### src/rtl/mem_if_pkg.sv
`default_nettype none
// ============================================================================
//  Module   : mem_if_pkg
//  Purpose  : Shared types for the memory request interface. The request
//             generator and the memory responder both use this package.
//  Revision : 1.0  initial release
// ============================================================================
package mem_if_pkg;

    // Default bus widths used by the interface and the responder
    localparam int c_addr_w_def = 16;
    localparam int c_data_w_def = 16;

    // Responder lifecycle: clear the store first, then serve requests
    typedef enum logic [0:0] {
        ST_INIT = 1'b0,
        ST_RUN  = 1'b1
    } state_t;

    // One request as seen by generator and responder
    typedef struct packed {
        logic [c_addr_w_def-1:0] addr;
        logic [c_data_w_def-1:0] data;
    } req_t;

endpackage : mem_if_pkg
`default_nettype wire

### src/rtl/mem_responder_if.sv
`default_nettype none
// ============================================================================
//  Module   : mem_responder_if
//  Purpose  : Memory request/return bus. The master modport is the request
//             generator side. The slave modport is the responder side.
//  Revision : 1.0  initial release
// ============================================================================
interface mem_responder_if
    import mem_if_pkg::*;
#(
    parameter int ADDR_W = c_addr_w_def,
    parameter int DATA_W = c_data_w_def
) ();

    // Write request channel
    logic [ADDR_W-1:0] wr_address;
    logic              wr_en;
    logic [DATA_W-1:0] wr_data;

    // Write return channel
    logic [ADDR_W-1:0] wr_ret_address;
    logic              wr_ret_ack;

    // Read request channel
    logic [ADDR_W-1:0] rd_address;
    logic              rd_en;

    // Read return channel
    logic [DATA_W-1:0] rd_ret_data;
    logic [ADDR_W-1:0] rd_ret_address;
    logic              rd_ret_ack;

    // Responder ready indication
    logic              init_done;

    modport master (
        output wr_address, wr_en, wr_data, rd_address, rd_en,
        input  wr_ret_address, wr_ret_ack, rd_ret_data, rd_ret_address,
               rd_ret_ack, init_done
    );

    modport slave (
        input  wr_address, wr_en, wr_data, rd_address, rd_en,
        output wr_ret_address, wr_ret_ack, rd_ret_data, rd_ret_address,
               rd_ret_ack, init_done
    );

endinterface : mem_responder_if
`default_nettype wire

### src/rtl/mem_resp_pipe.sv
`default_nettype none
// ============================================================================
//  Module   : mem_resp_pipe
//  Purpose  : Fixed-depth valid+payload shift register. The valid bit moves
//             one stage every clock. A payload stage is loaded only when a
//             valid word enters it, so the tail keeps its last delivered
//             payload between pulses.
//  Revision : 1.0  initial release
// ============================================================================
module mem_resp_pipe #(
    parameter int DEPTH = 2,
    parameter int WIDTH = 16
) (
    input  wire logic             clk,
    input  wire logic             rst,
    input  wire logic             valid_i,
    input  wire logic [WIDTH-1:0] data_i,
    output logic                  valid_o,
    output logic [WIDTH-1:0]      data_o
);

    // Stage s reads from index s and drives index s+1. Index 0 is the input.
    logic [DEPTH:0]   w_valid;
    logic [WIDTH-1:0] w_data [DEPTH+1];

    assign w_valid[0] = valid_i;
    assign w_data[0]  = data_i;

    for (genvar s = 0; s < DEPTH; s++) begin : g_stage
        logic             valid_q;
        logic [WIDTH-1:0] data_q;

        // Advance valid every cycle; advance payload only with a valid word
        always_ff @(posedge clk) begin
            if (rst) begin
                valid_q <= 1'b0;
                data_q  <= '0;
            end else begin
                valid_q <= w_valid[s];
                if (w_valid[s]) begin
                    data_q <= w_data[s];
                end
            end
        end

        assign w_valid[s+1] = valid_q;
        assign w_data[s+1]  = data_q;
    end : g_stage

    assign valid_o = w_valid[DEPTH];
    assign data_o  = w_data[DEPTH];

endmodule : mem_resp_pipe
`default_nettype wire

### src/rtl/mem_responder.sv
`default_nettype none
// ============================================================================
//  Module   : mem_responder
//  Purpose  : Memory endpoint for the request interface. It accepts one write
//             and one read per cycle into a word-addressed store. It returns
//             in-order write and read acks after WR_LAT and RD_LAT clocks.
//             After reset, the store is cleared once (INIT) and then requests
//             are served (RUN).
//  Options  : MEM_RESP_STATS_EN adds 32-bit wr_count / rd_count ack counters.
//  Revision : 1.0  initial release
// ============================================================================
module mem_responder
    import mem_if_pkg::*;
#(
    parameter int ADDR_W     = c_addr_w_def,
    parameter int DATA_W     = c_data_w_def,
    parameter int DEPTH_LOG2 = 8,
    parameter int RD_LAT     = 4,
    parameter int WR_LAT     = 2
) (
    input  wire logic        clk,
    input  wire logic        rst,
`ifdef MEM_RESP_STATS_EN
    output logic [31:0]      wr_count,
    output logic [31:0]      rd_count,
`endif
    mem_responder_if.slave   bus
);

    localparam int DEPTH = 1 << DEPTH_LOG2;

    // ------------------------------------------------------------------
    // State, clear counter and store
    // ------------------------------------------------------------------
    state_t                  state_q;
    logic [DEPTH_LOG2-1:0]   clear_cnt_q;
    logic [DEPTH_LOG2-1:0]   clear_cnt_d;
    logic                    init_done_q;
    logic [DATA_W-1:0]       mem_q [DEPTH];

    // ------------------------------------------------------------------
    // Request decode
    // ------------------------------------------------------------------
    logic                    w_run;
    logic                    w_wr_accept;
    logic                    w_rd_accept;
    logic [DEPTH_LOG2-1:0]   w_wr_idx;
    logic [DEPTH_LOG2-1:0]   w_rd_idx;
    logic [DATA_W-1:0]       w_rd_data;

    assign clear_cnt_d = clear_cnt_q + 1'b1;

    // Requests seen outside RUN are dropped without a trace
    assign w_run       = (state_q == ST_RUN);
    assign w_wr_accept = w_run & bus.wr_en;
    assign w_rd_accept = w_run & bus.rd_en;

    // Upper address bits alias onto the same store word
    assign w_wr_idx    = bus.wr_address[DEPTH_LOG2-1:0];
    assign w_rd_idx    = bus.rd_address[DEPTH_LOG2-1:0];

    // Write-first: a read of the word being written this cycle sees the new data
    assign w_rd_data   = (w_wr_accept && (w_wr_idx == w_rd_idx)) ? bus.wr_data
                                                                 : mem_q[w_rd_idx];

    // Lifecycle FSM: walk the clear counter across the store, then serve
    always_ff @(posedge clk) begin
        if (rst) begin
            state_q     <= ST_INIT;
            clear_cnt_q <= '0;
            init_done_q <= 1'b0;
        end else begin
            case (state_q)
                ST_INIT: begin
                    clear_cnt_q <= clear_cnt_d;
                    if (clear_cnt_q == {DEPTH_LOG2{1'b1}}) begin
                        state_q     <= ST_RUN;
                        init_done_q <= 1'b1;
                    end
                end
                ST_RUN: begin
                    init_done_q <= 1'b1;
                end
                default: begin
                    state_q     <= ST_INIT;
                    clear_cnt_q <= '0;
                    init_done_q <= 1'b0;
                end
            endcase
        end
    end

    // Store write port: clearing during INIT, accepted writes during RUN
    always_ff @(posedge clk) begin
        if (!rst) begin
            if (state_q == ST_INIT) begin
                mem_q[clear_cnt_q] <= '0;
            end else if (w_wr_accept) begin
                mem_q[w_wr_idx] <= bus.wr_data;
            end
        end
    end

    // ------------------------------------------------------------------
    // Capture stage: sample request and read snapshot at the accepting edge
    // ------------------------------------------------------------------
    logic                       wr_cap_vld_q;
    logic [ADDR_W-1:0]          wr_cap_addr_q;
    logic                       rd_cap_vld_q;
    logic [ADDR_W+DATA_W-1:0]   rd_cap_q;

    // Snapshot both channels; the pipes below add the remaining latency
    always_ff @(posedge clk) begin
        if (rst) begin
            wr_cap_vld_q  <= 1'b0;
            wr_cap_addr_q <= '0;
            rd_cap_vld_q  <= 1'b0;
            rd_cap_q      <= '0;
        end else begin
            wr_cap_vld_q  <= w_wr_accept;
            wr_cap_addr_q <= bus.wr_address;
            rd_cap_vld_q  <= w_rd_accept;
            rd_cap_q      <= {bus.rd_address, w_rd_data};
        end
    end

    // ------------------------------------------------------------------
    // Latency pipes. The capture register is one stage, so each pipe is
    // LAT deep and its tail lands on edge k+LAT.
    // ------------------------------------------------------------------
    logic                       w_wr_ack;
    logic [ADDR_W-1:0]          w_wr_ret_addr;
    logic                       w_rd_ack;
    logic [ADDR_W+DATA_W-1:0]   w_rd_ret;

    mem_resp_pipe #(
        .DEPTH (WR_LAT),
        .WIDTH (ADDR_W)
    ) u_wr_pipe (
        .clk     (clk),
        .rst     (rst),
        .valid_i (wr_cap_vld_q),
        .data_i  (wr_cap_addr_q),
        .valid_o (w_wr_ack),
        .data_o  (w_wr_ret_addr)
    );

    mem_resp_pipe #(
        .DEPTH (RD_LAT),
        .WIDTH (ADDR_W + DATA_W)
    ) u_rd_pipe (
        .clk     (clk),
        .rst     (rst),
        .valid_i (rd_cap_vld_q),
        .data_i  (rd_cap_q),
        .valid_o (w_rd_ack),
        .data_o  (w_rd_ret)
    );

    assign bus.wr_ret_ack     = w_wr_ack;
    assign bus.wr_ret_address = w_wr_ret_addr;
    assign bus.rd_ret_ack     = w_rd_ack;
    assign bus.rd_ret_address = w_rd_ret[ADDR_W+DATA_W-1:DATA_W];
    assign bus.rd_ret_data    = w_rd_ret[DATA_W-1:0];
    assign bus.init_done      = init_done_q;

`ifdef MEM_RESP_STATS_EN
    // ------------------------------------------------------------------
    // Ack counters, free-running modulo 2^32
    // ------------------------------------------------------------------
    logic [31:0] wr_count_q;
    logic [31:0] rd_count_q;

    // Count each ack pulse on both return channels
    always_ff @(posedge clk) begin
        if (rst) begin
            wr_count_q <= '0;
            rd_count_q <= '0;
        end else begin
            if (w_wr_ack) begin
                wr_count_q <= wr_count_q + 32'd1;
            end
            if (w_rd_ack) begin
                rd_count_q <= rd_count_q + 32'd1;
            end
        end
    end

    assign wr_count = wr_count_q;
    assign rd_count = rd_count_q;
`endif

endmodule : mem_responder
`default_nettype wire
### src/flat_wrapper.sv
// flat-port wrapper written by rule: the top's interface ports become plain ports
module mem_responder_flat import mem_if_pkg::*;
#(
    parameter int ADDR_W     = c_addr_w_def,
    parameter int DATA_W     = c_data_w_def,
    parameter int DEPTH_LOG2 = 8,
    parameter int RD_LAT     = 4,
    parameter int WR_LAT     = 2
)
  (clk, rst, bus_wr_address, bus_wr_en, bus_wr_data, bus_rd_address, bus_rd_en, bus_wr_ret_address, bus_wr_ret_ack, bus_rd_ret_data, bus_rd_ret_address, bus_rd_ret_ack, bus_init_done);
  mem_responder_if #(.ADDR_W(ADDR_W), .DATA_W(DATA_W)) bus_i ();
  input  wire logic clk;
  input  wire logic rst;
  input wire logic [$bits(bus_i.wr_address)-1:0] bus_wr_address;
  input wire logic [$bits(bus_i.wr_en)-1:0] bus_wr_en;
  input wire logic [$bits(bus_i.wr_data)-1:0] bus_wr_data;
  input wire logic [$bits(bus_i.rd_address)-1:0] bus_rd_address;
  input wire logic [$bits(bus_i.rd_en)-1:0] bus_rd_en;
  output wire logic [$bits(bus_i.wr_ret_address)-1:0] bus_wr_ret_address;
  output wire logic [$bits(bus_i.wr_ret_ack)-1:0] bus_wr_ret_ack;
  output wire logic [$bits(bus_i.rd_ret_data)-1:0] bus_rd_ret_data;
  output wire logic [$bits(bus_i.rd_ret_address)-1:0] bus_rd_ret_address;
  output wire logic [$bits(bus_i.rd_ret_ack)-1:0] bus_rd_ret_ack;
  output wire logic [$bits(bus_i.init_done)-1:0] bus_init_done;
  assign bus_i.wr_address = bus_wr_address;
  assign bus_i.wr_en = bus_wr_en;
  assign bus_i.wr_data = bus_wr_data;
  assign bus_i.rd_address = bus_rd_address;
  assign bus_i.rd_en = bus_rd_en;
  assign bus_wr_ret_address = bus_i.wr_ret_address;
  assign bus_wr_ret_ack = bus_i.wr_ret_ack;
  assign bus_rd_ret_data = bus_i.rd_ret_data;
  assign bus_rd_ret_address = bus_i.rd_ret_address;
  assign bus_rd_ret_ack = bus_i.rd_ret_ack;
  assign bus_init_done = bus_i.init_done;
  mem_responder #(.ADDR_W(ADDR_W), .DATA_W(DATA_W), .DEPTH_LOG2(DEPTH_LOG2), .RD_LAT(RD_LAT), .WR_LAT(WR_LAT)) u_core (.clk(clk), .rst(rst), .bus(bus_i));
endmodule
### config.mk
export PLATFORM = sky130hd
export DESIGN_NAME = mem_responder_flat
export DESIGN_NICKNAME = d
export VERILOG_FILES = /design/src/rtl/mem_if_pkg.sv /design/src/rtl/mem_responder_if.sv /design/src/rtl/mem_resp_pipe.sv /design/src/rtl/mem_responder.sv /design/src/flat_wrapper.sv
export SDC_FILE = /design/constraint.sdc
export NUM_CORES = 2
export LEC_CHECK = 0
export ABC_AREA = 1
export ABC_CLOCK_PERIOD_IN_PS = 20400
export CAP_MARGIN = 20
export CORE_AREA = 2 2 764 766
export CTS_CLUSTER_DIAMETER = 40
export DETAILED_ROUTE_END_ITERATION = 10
export DIE_AREA = 0 0 766 768
export SLEW_MARGIN = 5
export SYNTH_ARGS = -nofsm -noshare
export SYNTH_HDL_FRONTEND = slang
export SYNTH_HIERARCHICAL = 1
export SYNTH_SLANG_ARGS = --single-unit
### constraint.sdc
create_clock -name clk -period 20.4 [get_ports clk]
set_input_delay 6.12 -clock clk [delete_from_list [all_inputs] [get_ports clk]]
set_output_delay 6.12 -clock clk [all_outputs]
set_load 0.005 [all_outputs]
==> results.py <==
metrics = {
    "sta": {
        "tns_ns": 0,
        "fmax_mhz": 95.8,
        "rsz0062_at_grt": "no",
        "tightest_slew_ns": 1.40,
        "period_needed_ns": 10.44,
        "timing.final.crit_share_pct": 51.2,
        "drv_slew": 0,
        "maxSlewHeadroom_pct": 6.74,
        "setup_viol": 0,
        "finalHoldViolations": 0,
        "finClkSkew_ns": 0.0631,
    },
    "pwr": {
        "comb_power_share_pct": 4.2,
        "seqPwrFrac_pct": 47.9,
        "p_sw_uw": 4530,
        "leakage_uw": 0.0733,
        "p_total_uw": 20100,
        "irDropWorstVdd_uv": 95.7,
        "swShare_pct": 22.5,
        "pwr-share-clk_pct": 47.9,
        "p_int_uw": 15600,
        "p_per_area_nw_per_um2": 99.5,
    },
    "floorplanning": {
        "die_h_um": 768,
        "die-area_um2": 588000,
        "dieWidth_um": 766,
        "ioPinCount": 103,
        "core_region_area_um2": 580000,
        "start_util_pct": 29.9,
        "rows": 280,
    },
    "cells_and_area": {
        "layout-drive-gt1-share_pct": 9.12,
        "area_growth_pct": 16.6,
        "final_design_area_no_fill_um2": 202000,
        "nets": 15000,
        "nFillCells": 56200,
    },
    "clock_network": {
        "cts_resized": 0,
        "cts_hold_buf": 0,
        "clock-sinks": 4339,
        "cts_tree": "done",
        "clk_latency_ns": 1.04,
        "numCtsBuffers": 540,
        "htreeDepth": 6,
        "post-cts-setup-buffer-count": 0,
        "cts_root_buffer": "clkbuf_16",
        "cts.clk_slew.worst_paths_ns": 0.05,
        "clk_path_buf_depth": 4,
    },
    "routing": {
        "drtIter0Drc": 15200,
        "first_pass_iters": 6,
        "vias": 117000,
        "routed_wl_um": 518000,
        "avgRoutedWirePerCell_um": 22.4,
        "antenna_left": 0,
        "vias_per_cell": 5.04,
        "drc_errors": 0,
    },
    "critical_path": {
        "required_ns": 21.37,
        "arrival_ns": 11.41,
        "r2r_end": "u_core/mem_q[103][14]$_DFFE_PP_",
        "r2r-start": "u_core/state_q$_SDFF_PP0_",
        "startpoint": "bus_rd_address[0]",
        "startpoint_type": "input pin",
        "reg2reg_depth": 10,
        "crit_fanout": 139,
        "reg2reg_slack_ns": 15.56,
        "crit_path_end_kind": "flop",
        "criticalPathCategory": "input pin to flop",
    },
    "synthesis": {
        "synthesis.area_um2": 173000,
        "ys_types": 34,
        "synthAdderAreaFrac_pct": 0.00722,
        "synth_top_area_share_pct": 71.0,
        "synth-edff-count": 4096,
        "syn_nets": 15000,
        "yosysWarnings": 22,
        "synth_compound_area_share_pct": 0.107,
        "async_flop_share_pct": 0,
        "syn_inst": 14900,
        "synth.top_cells.by_area": "edfxtp_1 71%, nand3_1 12%, nand2_1 9.8%",
        "yosysTopAreaCell": "edfxtp_1",
        "synth.area.mux_share_pct": 0.104,
        "synth_common_cells": "4545 x nand2_1, 4096 x edfxtp_1, 4033 x nand3_1",
        "yosys.area_share.simple_pct": 23.0,
        "synth-seq-cells": 4339,
        "post-synth-top-count-cell": "nand2_1",
        "synthFlopType": "edfxtp_1",
        "synth_top_family_by_area": "simple AND/OR/NAND/NOR gates",
        "yosysSeqAreaShare_pct": 73.8,
        "synth_xor_area_share_pct": 0.0101,
        "avgSynthCellArea_um2": 11.6,
    },
    "global_route": {
        "overflow": 0,
        "grt_pass1_wl_um": 755000,
        "grt_pass1_vias": 110000,
        "grt_max_degree": 205,
        "grt_usage_pct": 16.9,
        "antenna_found_initial": 30,
    },
    "place": {
        "place.gp.congestion": 0.827,
        "io_buffers": 102,
        "dpl_cell_area_um2": 184000,
        "dp_hpwl_um": 276000,
    },
    "status": {
        "outcome": "finished clean",
    },
    "worst_hold_path": {
        "hold_path.class": "flop to flop",
    },
    "flow_run": {
        "maxCapViolations": 0,
    },
}
[worst min path at each step]
| stage | startpoint | end | slack [ns] | cells past startpoint |
|---|---|---|---|---|
| 5_1_grt | u_core/u_rd_pipe/g_stage[1].data_q[11]$_SDFFE_PP0P_ | u_core/u_rd_pipe/g_stage[1].data_q[11]$_SDFFE_PP0P_ | 0.48 | 2 |
| 3_3_place_gp | u_core/u_rd_pipe/g_stage[1].data_q[18]$_SDFFE_PP0P_ | u_core/u_rd_pipe/g_stage[1].data_q[18]$_SDFFE_PP0P_ | 0.46 | 2 |
| 4_1_cts | u_core/u_rd_pipe/g_stage[2].data_q[16]$_SDFFE_PP0P_ | u_core/u_rd_pipe/g_stage[2].data_q[16]$_SDFFE_PP0P_ | 0.47 | 2 |
| 2_1_floorplan | u_core/u_rd_pipe/g_stage[0].data_q[0]$_SDFFE_PP0P_ | u_core/u_rd_pipe/g_stage[0].data_q[0]$_SDFFE_PP0P_ | 0.45 | 2 |
| 6_report | u_core/u_rd_pipe/data_o[20]$_SDFFE_PP0P_ | u_core/u_rd_pipe/data_o[20]$_SDFFE_PP0P_ | 0.47 | 2 |
| 3_5_place_dp | u_core/u_rd_pipe/g_stage[2].data_q[18]$_SDFFE_PP0P_ | u_core/u_rd_pipe/g_stage[2].data_q[18]$_SDFFE_PP0P_ | 0.46 | 2 |
[flip-flops by register name, summed over array words and instances, names as in the netlist, named ones only]
signal / flops
u_core/wr_cap_vld_q: 1
u_core/u_rd_pipe/g_stage.data_q: 96
u_core/wr_cap_addr_q: 16
u_core/u_rd_pipe/g_stage.valid_q: 3
u_core/rd_cap_q: 16
u_core/rd_cap_vld_q: 1
u_core/u_wr_pipe/valid_o: 1
u_core/bus.init_done: 1
u_core/u_rd_pipe/valid_o: 1
u_core/u_wr_pipe/g_stage.valid_q: 1
u_core/state_q: 1
u_core/u_wr_pipe/g_stage.data_q: 16
u_core/u_rd_pipe/data_o: 32
u_core/mem_q: 4096
u_core/u_wr_pipe/data_o: 16
u_core/clear_cnt_q: 8
[kinds of logic after synthesis]
kind of cell | Yosys count
AND/OR/NAND/NOR | 9259
XOR/XNOR | 2
flip-flops | 4339
multiplexers | 16
AO/OA/AOI/OAI | 28
buffers and inverters | 1253
adder cells (fa/ha/maj) | 1
[metal layers]
metal	vias to the layer above	track usage (%)	share of wire, %
met3	927	3.31	10
met1	57600	23.4	41
met2	5842	26.2	45
met4	12	6.48	3.6
li1	52500	-	-
met5	-	0	0.016
[cell usage in the layout (no fill, tap or decap), drive strengths merged]
cell type         n
clkinv          187
o22ai             3
a21oi             6
clkinvlp         37
buf             445
clkdlybuf4s50    94
nand4             1
bufinv           56
nor2            672
o21ai            15
ha                1
nor4              1
or2               1
a41oi             1
xor2              2
nand3          4034
edfxtp         4096
diode            15
inv             318
clkbuf          632
nor3              3
a221oi            3
nand2          4545
nor3b             2
dfxtp           243
mux2             16
[per-stage QoR]
step	util [%]	hold slack [ns]	worst slack (ns)	instances
4_1_cts	34.8	0.470	10.15	23200
6_report	34.8	0.467	9.96	23200
3_3_place_gp	31.7	0.458	9.04	22200
2_1_floorplan	-	0.449	6.35	14900
5_1_grt	34.8	0.482	9.81	23200
3_5_place_dp	31.7	0.463	9.06	22200
[power by group through the flow]
stage / combinational, uW / clock, uW / sequential [uW]
3_3_place_gp: 838 / 0 / 9810
2_1_floorplan: 511 / 0 / 9800
3_5_place_dp: 839 / 0 / 9810
6_report: 853 / 9620 / 9620
5_1_grt: 911 / 10100 / 9620
4_1_cts: 843 / 9740 / 9620
[final cells by class]
type | count | area [um2] | area share [%]
Clock inverter | 342 | 4060 | 2.01
Inverter | 256 | 998 | 0.494
Multi-Input combinational cell | 9306 | 40500 | 20.0
Antenna cell | 15 | 37.5 | 0.0186
Sequential cell | 4339 | 128000 | 63.3
Tap cell | 7755 | 9700 | 4.80
Timing Repair Buffer | 539 | 4750 | 2.35
Clock buffer | 632 | 14100 | 6.99
[worst max-delay path: stages]
cell and delay [ns]:
buf_16 0.41, buf_4 0.67, buf_12 0.46, buf_12 0.48, buf_4 0.72, nand2_1 0.13
nand3_1 0.13, nand3_1 0.08, nand3_1 0.12, nand3_1 0.32, nand3_1 0.30, nand3_1 0.33
nand2_1 0.17, nand2_1 0.16, nand2_1 0.16
Power figures use the tool's default switching activity.
